**config.mk**
```make
export PLATFORM = sky130hd
export DESIGN_NAME = ip_header_gen
export DESIGN_NICKNAME = d
export VERILOG_FILES = /design/src/rtl/ip_hdr_pkg.sv /design/src/rtl/ip_header_gen_csum.sv /design/src/rtl/ip_header_gen.sv
export SDC_FILE = /design/constraint.sdc
export NUM_CORES = 1
export LEC_CHECK = 0
export ABC_CLOCK_PERIOD_IN_PS = 11100
export BUFFER_PORTS_ARGS = -buffer_cell sky130_fd_sc_hd__buf_2
export CORE_MARGIN = 3
export CORE_UTILIZATION = 65
export CTS_CLUSTER_SIZE = 30
export DETAILED_ROUTE_END_ITERATION = 7
export PLACE_DENSITY = 0.88
export SLEW_MARGIN = 20
export SYNTH_ARGS = -nofsm -noshare
export SYNTH_HDL_FRONTEND = slang
export SYNTH_SLANG_ARGS = --single-unit
```
**constraint.sdc**
```tcl
create_clock -name i_clk -period 11.1 [get_ports i_clk]
set_clock_uncertainty 0.05 [all_clocks]
set_input_delay 1.11 -clock i_clk [delete_from_list [all_inputs] [get_ports i_clk]]
set_output_delay 1.11 -clock i_clk [all_outputs]
set_load 0.005 [all_outputs]
```
**src/rtl/ip_hdr_pkg.sv**
```systemverilog
// IPv4 header generator shared definitions: header constants, command
// encodings, FSM states, field byte offsets and the header byte mux.
package ip_hdr_pkg;

    localparam int          IPH_LEN = 20;
    localparam logic [7:0]  VER_IHL = 8'h45;

    localparam logic [1:0]  CMD_NOP    = 2'd0;
    localparam logic [1:0]  CMD_CLR_ID = 2'd1;
    localparam logic [1:0]  CMD_SET_DF = 2'd2;
    localparam logic [1:0]  CMD_CLR_DF = 2'd3;

    typedef enum logic [1:0] {
        IDLE,
        CALC,
        FOLD,
        WRITE
    } state_t;

    localparam logic [4:0]  OFS_VER   = 5'd0;
    localparam logic [4:0]  OFS_TOS   = 5'd1;
    localparam logic [4:0]  OFS_LEN   = 5'd2;
    localparam logic [4:0]  OFS_ID    = 5'd4;
    localparam logic [4:0]  OFS_FLAGS = 5'd6;
    localparam logic [4:0]  OFS_TTL   = 5'd8;
    localparam logic [4:0]  OFS_PROTO = 5'd9;
    localparam logic [4:0]  OFS_CSUM  = 5'd10;
    localparam logic [4:0]  OFS_SRC   = 5'd12;
    localparam logic [4:0]  OFS_DST   = 5'd16;

    // Per-header snapshot taken at trigger time.
    typedef struct packed {
        logic [15:0] total_len;
        logic [31:0] src;
        logic [15:0] id;
        logic        df;
    } snap_t;

    // Header byte at index idx; indices past the header return 0.
    function automatic logic [7:0] hdr_byte(
        input logic [4:0]  idx,
        input snap_t       s,
        input logic [15:0] csum,
        input logic [31:0] dst,
        input logic [7:0]  ttl,
        input logic [7:0]  proto
    );
        logic [7:0] b;
        b = 8'h00;
        case (idx)
            OFS_VER:         b = VER_IHL;
            OFS_TOS:         b = 8'h00;
            OFS_LEN:         b = s.total_len[15:8];
            OFS_LEN + 5'd1:  b = s.total_len[7:0];
            OFS_ID:          b = s.id[15:8];
            OFS_ID + 5'd1:   b = s.id[7:0];
            OFS_FLAGS:       b = s.df ? 8'h40 : 8'h00;
            OFS_FLAGS + 5'd1: b = 8'h00;
            OFS_TTL:         b = ttl;
            OFS_PROTO:       b = proto;
            OFS_CSUM:        b = csum[15:8];
            OFS_CSUM + 5'd1: b = csum[7:0];
            OFS_SRC:         b = s.src[31:24];
            OFS_SRC + 5'd1:  b = s.src[23:16];
            OFS_SRC + 5'd2:  b = s.src[15:8];
            OFS_SRC + 5'd3:  b = s.src[7:0];
            OFS_DST:         b = dst[31:24];
            OFS_DST + 5'd1:  b = dst[23:16];
            OFS_DST + 5'd2:  b = dst[15:8];
            OFS_DST + 5'd3:  b = dst[7:0];
            default:         b = 8'h00;
        endcase
        return b;
    endfunction

endpackage

```
**src/rtl/ip_header_gen_csum.sv**
```systemverilog
// ip_csum: one's-complement checksum accumulator.
// Ports: clk, rst (sync high), clr, add, word in; csum = ~fold(fold(acc)).
module ip_csum (
    input  logic        clk,
    input  logic        rst,
    input  logic        clr,
    input  logic        add,
    input  logic [15:0] word,
    output logic [15:0] csum
);

    // 20 bits hold the sum of ten 16-bit words without overflow.
    logic [19:0] acc;
    logic [16:0] s1;
    logic [16:0] s2;

    always_ff @(posedge clk) begin
        if (rst) begin
            acc <= '0;
        end else if (clr) begin
            acc <= '0;
        end else if (add) begin
            acc <= acc + {4'd0, word};
        end
    end

    // Two folds absorb every end-around carry.
    always_comb begin
        s1   = {1'b0, acc[15:0]} + {13'd0, acc[19:16]};
        s2   = {1'b0, s1[15:0]} + {16'd0, s1[16]};
        csum = ~s2[15:0];
    end

endmodule

```
**src/rtl/ip_header_gen.sv**
```systemverilog
// ip_header_gen: streams a 20-byte IPv4 header, one byte per clock.
// Ports: i_clk, i_rst (sync high), i_trig, i_data_length, i_ip0..3, i_cmd;
// o_iph_idx, o_iph_byte, o_wr_iph_en, o_ready.
// Macro IPH_ID_AUTOINC_EN: builds the auto-incrementing ID register.
module ip_header_gen
    import ip_hdr_pkg::*;
#(
    parameter logic [31:0] DST_IP = 32'hC0A80102,
    parameter logic [7:0]  TTL    = 8'd64,
    parameter logic [7:0]  PROTO  = 8'd17
) (
    input  logic        i_clk,
    input  logic        i_rst,
    input  logic        i_trig,
    input  logic [15:0] i_data_length,
    input  logic [7:0]  i_ip0,
    input  logic [7:0]  i_ip1,
    input  logic [7:0]  i_ip2,
    input  logic [7:0]  i_ip3,
    input  logic [1:0]  i_cmd,
    output logic [4:0]  o_iph_idx,
    output logic [7:0]  o_iph_byte,
    output logic        o_wr_iph_en,
    output logic        o_ready
);

    state_t      state;
    logic [3:0]  cnt;
    snap_t       snap;
    logic [15:0] csum_q;
    logic [15:0] csum_out;
    logic [15:0] word;
    logic [15:0] id_cur;
    logic        df_q;
    logic        csum_clr;
    logic        csum_add;
    logic        last_wr;

    assign last_wr  = (state == WRITE) && (o_iph_idx == 5'd19);
    assign csum_clr = (state == IDLE) && i_trig;
    assign csum_add = (state == CALC);

    // Checksum field reads as zero while summing.
    always_comb begin
        word = {hdr_byte({cnt, 1'b0}, snap, 16'h0000, DST_IP, TTL, PROTO),
                hdr_byte({cnt, 1'b1}, snap, 16'h0000, DST_IP, TTL, PROTO)};
    end

    ip_csum u_csum (
        .clk  (i_clk),
        .rst  (i_rst),
        .clr  (csum_clr),
        .add  (csum_add),
        .word (word),
        .csum (csum_out)
    );

`ifdef IPH_ID_AUTOINC_EN
    logic [15:0] id_q;

    // Clear beats the end-of-header increment.
    always_ff @(posedge i_clk) begin
        if (i_rst) begin
            id_q <= '0;
        end else if (i_cmd == CMD_CLR_ID) begin
            id_q <= '0;
        end else if (last_wr) begin
            id_q <= id_q + 16'd1;
        end
    end

    assign id_cur = id_q;
`else
    assign id_cur = 16'h0000;
`endif

    always_ff @(posedge i_clk) begin
        if (i_rst) begin
            df_q <= 1'b0;
        end else if (i_cmd == CMD_SET_DF) begin
            df_q <= 1'b1;
        end else if (i_cmd == CMD_CLR_DF) begin
            df_q <= 1'b0;
        end
    end

    always_ff @(posedge i_clk) begin
        if (i_rst) begin
            state       <= IDLE;
            cnt         <= '0;
            snap        <= '0;
            csum_q      <= '0;
            o_ready     <= 1'b1;
            o_wr_iph_en <= 1'b0;
            o_iph_idx   <= '0;
            o_iph_byte  <= '0;
        end else begin
            unique case (state)
                IDLE: begin
                    if (i_trig) begin
                        snap.total_len <= i_data_length + 16'd20;
                        snap.src       <= {i_ip0, i_ip1, i_ip2, i_ip3};
                        snap.id        <= id_cur;
                        snap.df        <= df_q;
                        cnt            <= '0;
                        o_ready        <= 1'b0;
                        state          <= CALC;
                    end
                end
                CALC: begin
                    cnt <= cnt + 4'd1;
                    if (cnt == 4'd9) begin
                        state <= FOLD;
                    end
                end
                FOLD: begin
                    csum_q      <= csum_out;
                    o_wr_iph_en <= 1'b1;
                    o_iph_idx   <= 5'd0;
                    o_iph_byte  <= hdr_byte(5'd0, snap, csum_out,
                                            DST_IP, TTL, PROTO);
                    state       <= WRITE;
                end
                WRITE: begin
                    if (o_iph_idx == 5'd19) begin
                        o_wr_iph_en <= 1'b0;
                        o_ready     <= 1'b1;
                        state       <= IDLE;
                    end else begin
                        o_iph_idx  <= o_iph_idx + 5'd1;
                        o_iph_byte <= hdr_byte(o_iph_idx + 5'd1, snap,
                                               csum_q, DST_IP, TTL, PROTO);
                    end
                end
                default: state <= IDLE;
            endcase
        end
    end

endmodule

```
==> out/summary.txt <==
Slowest CP cell -> a41oi_1
I/O Buffers -> 67
DR iter-0 viols -> 987
Worst-margin pin slew -> 0.935 ns
Setup TNS -> 0 ns
Static leakage -> 2.90 nW
Initial core utilization -> 67.8%
Post-synth cell types -> 74
Ys flop type -> dfxtp_1
Post-CTS Setup Bufs -> 0
Mapped Cells -> 925
Antenna fix cells -> 0
Worst-path cell chain -> inv_1 -> ha_1 -> nor2b_1 -> and2_0 -> a22oi_1 -> o21ai_0 -> ha_1 -> fa_1 -> a21oi_1 -> o21ai_1 -> a21oi_1 -> o21ai_1 -> a41oi_1 -> nor4_1 -> a311o_1
Dpl hpwl -> 15.2 mm
Worst IR drop on VDD -> 123 uV
Status -> finished, final reports clean
Hold Startpoint -> o_iph_byte[7]
Vias in the first global route -> 6634
Hold_buf cts -> 0
Crit-path max cell delay -> 0.49 ns
Post-synth ARST share -> 0%
Finish-stage setup viols -> 0
Crit path launch type -> flip-flop
Hold path cells -> 2
Die width -> 110 um
Mapped cell area -> 7090 um^2
Synth Register Bits -> 107
CTS Buf Count -> 9
Worst Path Buf+Inv -> 1
Number of synthesized flops with an enable pin -> 0
Leading area contributor after synthesis -> dfxtp_1
Tmin final -> 4.14 ns
Routability cong. -> 0.993
CTS Sinks -> 107
Max Fanout on Critical Path -> 14
Initial antenna violation count -> 0
I/O pins -> 68
Core Region -> 10500 um^2
Post-Route WL -> 20.4 mm
Htree depth -> 3
Critical Path RT -> 11.33 ns
Final hold viol count -> 0
Via count -> 7084
HP Class -> reg2reg
DR WL/cell -> 18.6 um
CTS max path bufs -> 2
TritonCTS clock tree -> yes
Synth area leaders -> dfxtp_1 30%, nand2_1 8.0%, a21oi_1 6.4%, ha_1 6.4%, nor2_1 4.0%
Chip height -> 110 um
# placed instances -> 1078
Crit path max-delay family -> compound AO/OA/AOI/OAI gates
Drt via density -> 6.48
RSZ-0062 raised after global routing -> false
Pwr dens -> 164 nW/um^2
Final Max Tran Viols -> 0
Max-Cap Viols -> 0
Num rows -> 37
Crit path DAT -> 4.38 ns
Layout cells sized above 1 -> 12.0%
Hold Path End -> o_iph_byte[7]
Slew headroom -> 37.7%
First-pass GRT wire length -> 33.3 mm
Die area -> 12200 um^2
Tcrit/Tclk final -> 37.3%
Cts repair resizes -> 0
Routed Antenna Nets -> 0
Non-Filler Instances -> 1094
GRT Total Usage -> 33.2%
R2r endpoint -> u_csum.acc[18]
Max Freq -> 241 MHz
Area grow syn2layout -> 7.36%
Fillcell total -> 900
Top post-synthesis cells by count -> 151 x nand2_1, 107 x dfxtp_1, 91 x a21oi_1, 76 x nor2_1, 51 x clkbuf_1
Nets -> 1044
Reg2Reg Setup Slack -> 6.96 ns
Synth top area share -> 30.2%
YS warnings -> 0
Crit end category -> flip-flop
Root Buffer -> clkbuf_8
DR DRC count -> 0
Worst setup path category -> reg2reg
Clk Latency, worst-skew pair -> 0.40 ns
Reg clk slew, reported paths -> 0.11 ns
Worst-case reg-to-reg path depth -> 15
Top-count cell post-synth -> nand2_1
Pre-Repair DR Iteration Count -> 6
Sequential area share after synthesis -> 30.2%
Remaining Overflow, GRT -> 0
Worst r2r src -> cnt[0]
Largest net degree at the start of global routing -> 88
Synthesized area per cell -> 7.67 um^2
Syn nets -> 1016
routing by layer:
metal / GRT usage (%) / up-vias / wire (um)
met4: 14.9 / 0 / 777
met1: 44.6 / 3262 / 8560
met2: 51.4 / 338 / 9170
met3: 6.85 / 61 / 1870
met5: 0 / - / 0
li1: - / 3423 / -
power by group:
group / leakage (nW) / switching, mW / internal [mW] / total [mW]
sequential: 0.874 / 0.102 / 0.464 / 0.566
combinational: 1.94 / 0.281 / 0.165 / 0.446
clock: 0.0901 / 0.150 / 0.0860 / 0.236
worst register-to-register path: stages (launching register included):
cell	delay (ns)
dfxtp_1	0.41
inv_1	0.10
ha_1	0.19
nor2b_1	0.14
and2_0	0.42
a22oi_1	0.24
o21ai_0	0.14
ha_1	0.23
fa_1	0.42
a21oi_1	0.23
o21ai_1	0.09
a21oi_1	0.28
o21ai_1	0.18
a41oi_1	0.49
nor4_1	0.11
a311o_1	0.32
worst max-delay path by stage:
stage	end	cells after the start	start	slack, ns
floorplan	u_csum.acc[18]	16	cnt[0]	7.51
global placement	u_csum.acc[18]	15	cnt[0]	7.12
detailed placement	u_csum.acc[18]	15	cnt[0]	7.02
CTS	u_csum.acc[18]	15	cnt[0]	7.01
global route	u_csum.acc[18]	15	cnt[0]	6.51
finish	u_csum.acc[18]	15	cnt[0]	6.96
layout make-up:
cell class	instances	area [um^2]	area share (%)
multi-input cells	744	4670	61.3
clock inverters	7	60.1	0.789
clock buffers	9	124	1.63
inverters	18	67.6	0.887
flip-flops and latches	107	2140	28.1
repair buffers	73	380	5.00
well taps	136	170	2.23
cell usage in the layout (no fill, tap or decap), types with 8 or more instances in the layout:
master    Yosys  routed
a211oi_1     23      23
a21o_1       10      10
a21oi_1      91      91
a22oi_1      23      23
and3_1       15      15
buf_2         3      67
clkbuf_8      0       9
dfxtp_1     107     107
ha_1         36      36
inv_1        18      18
mux2i_1      17      17
nand2_1     151     151
nand3_1      39      39
nor2_1       76      76
nor2b_1      13      13
nor3_1       15      15
o21ai_0      33      33
or3_1         8       8
xnor2_1      25      25
xor2_1       19      19
state kept, by name, summed over array words and instances, names as in the netlist:
signal and count:
o_iph_idx 5, o_ready 1, state 2, df_q 1
o_wr_iph_en 1, o_iph_byte 8, csum_q 16, cnt 4
u_csum.acc 20, snap 49
per-stage QoR:
step	utilization [%]	worst slack (ns)	hold slack, ns	area [um^2]	power, mW
final	72.8	6.96	0.415	7610	1.25
after detailed placement	71.0	7.02	0.400	7430	1.01
after global routing	72.8	6.51	0.447	7610	1.33
after global placement	71.0	7.12	0.391	7430	0.996
after floorplan	-	7.51	0.382	7090	0.864
after CTS	72.8	7.01	0.418	7610	1.24
cell families (layout without fill, tap and decap cells):
kind of cell | count (synthesis) | count (layout) | synth area share, %
AOI/OAI and AO/OA | 272 | 272 | 25.6
muxes | 20 | 20 | 2.88
DFF | 107 | 107 | 30.2
adders and majority gates | 38 | 38 | 6.91
and+or+nand+nor | 368 | 368 | 24.6
buffers and inverters | 74 | 107 | 3.97
xor gates and xnor gates | 46 | 46 | 5.89
No activity file was read; power rests on OpenSTA's default activity.
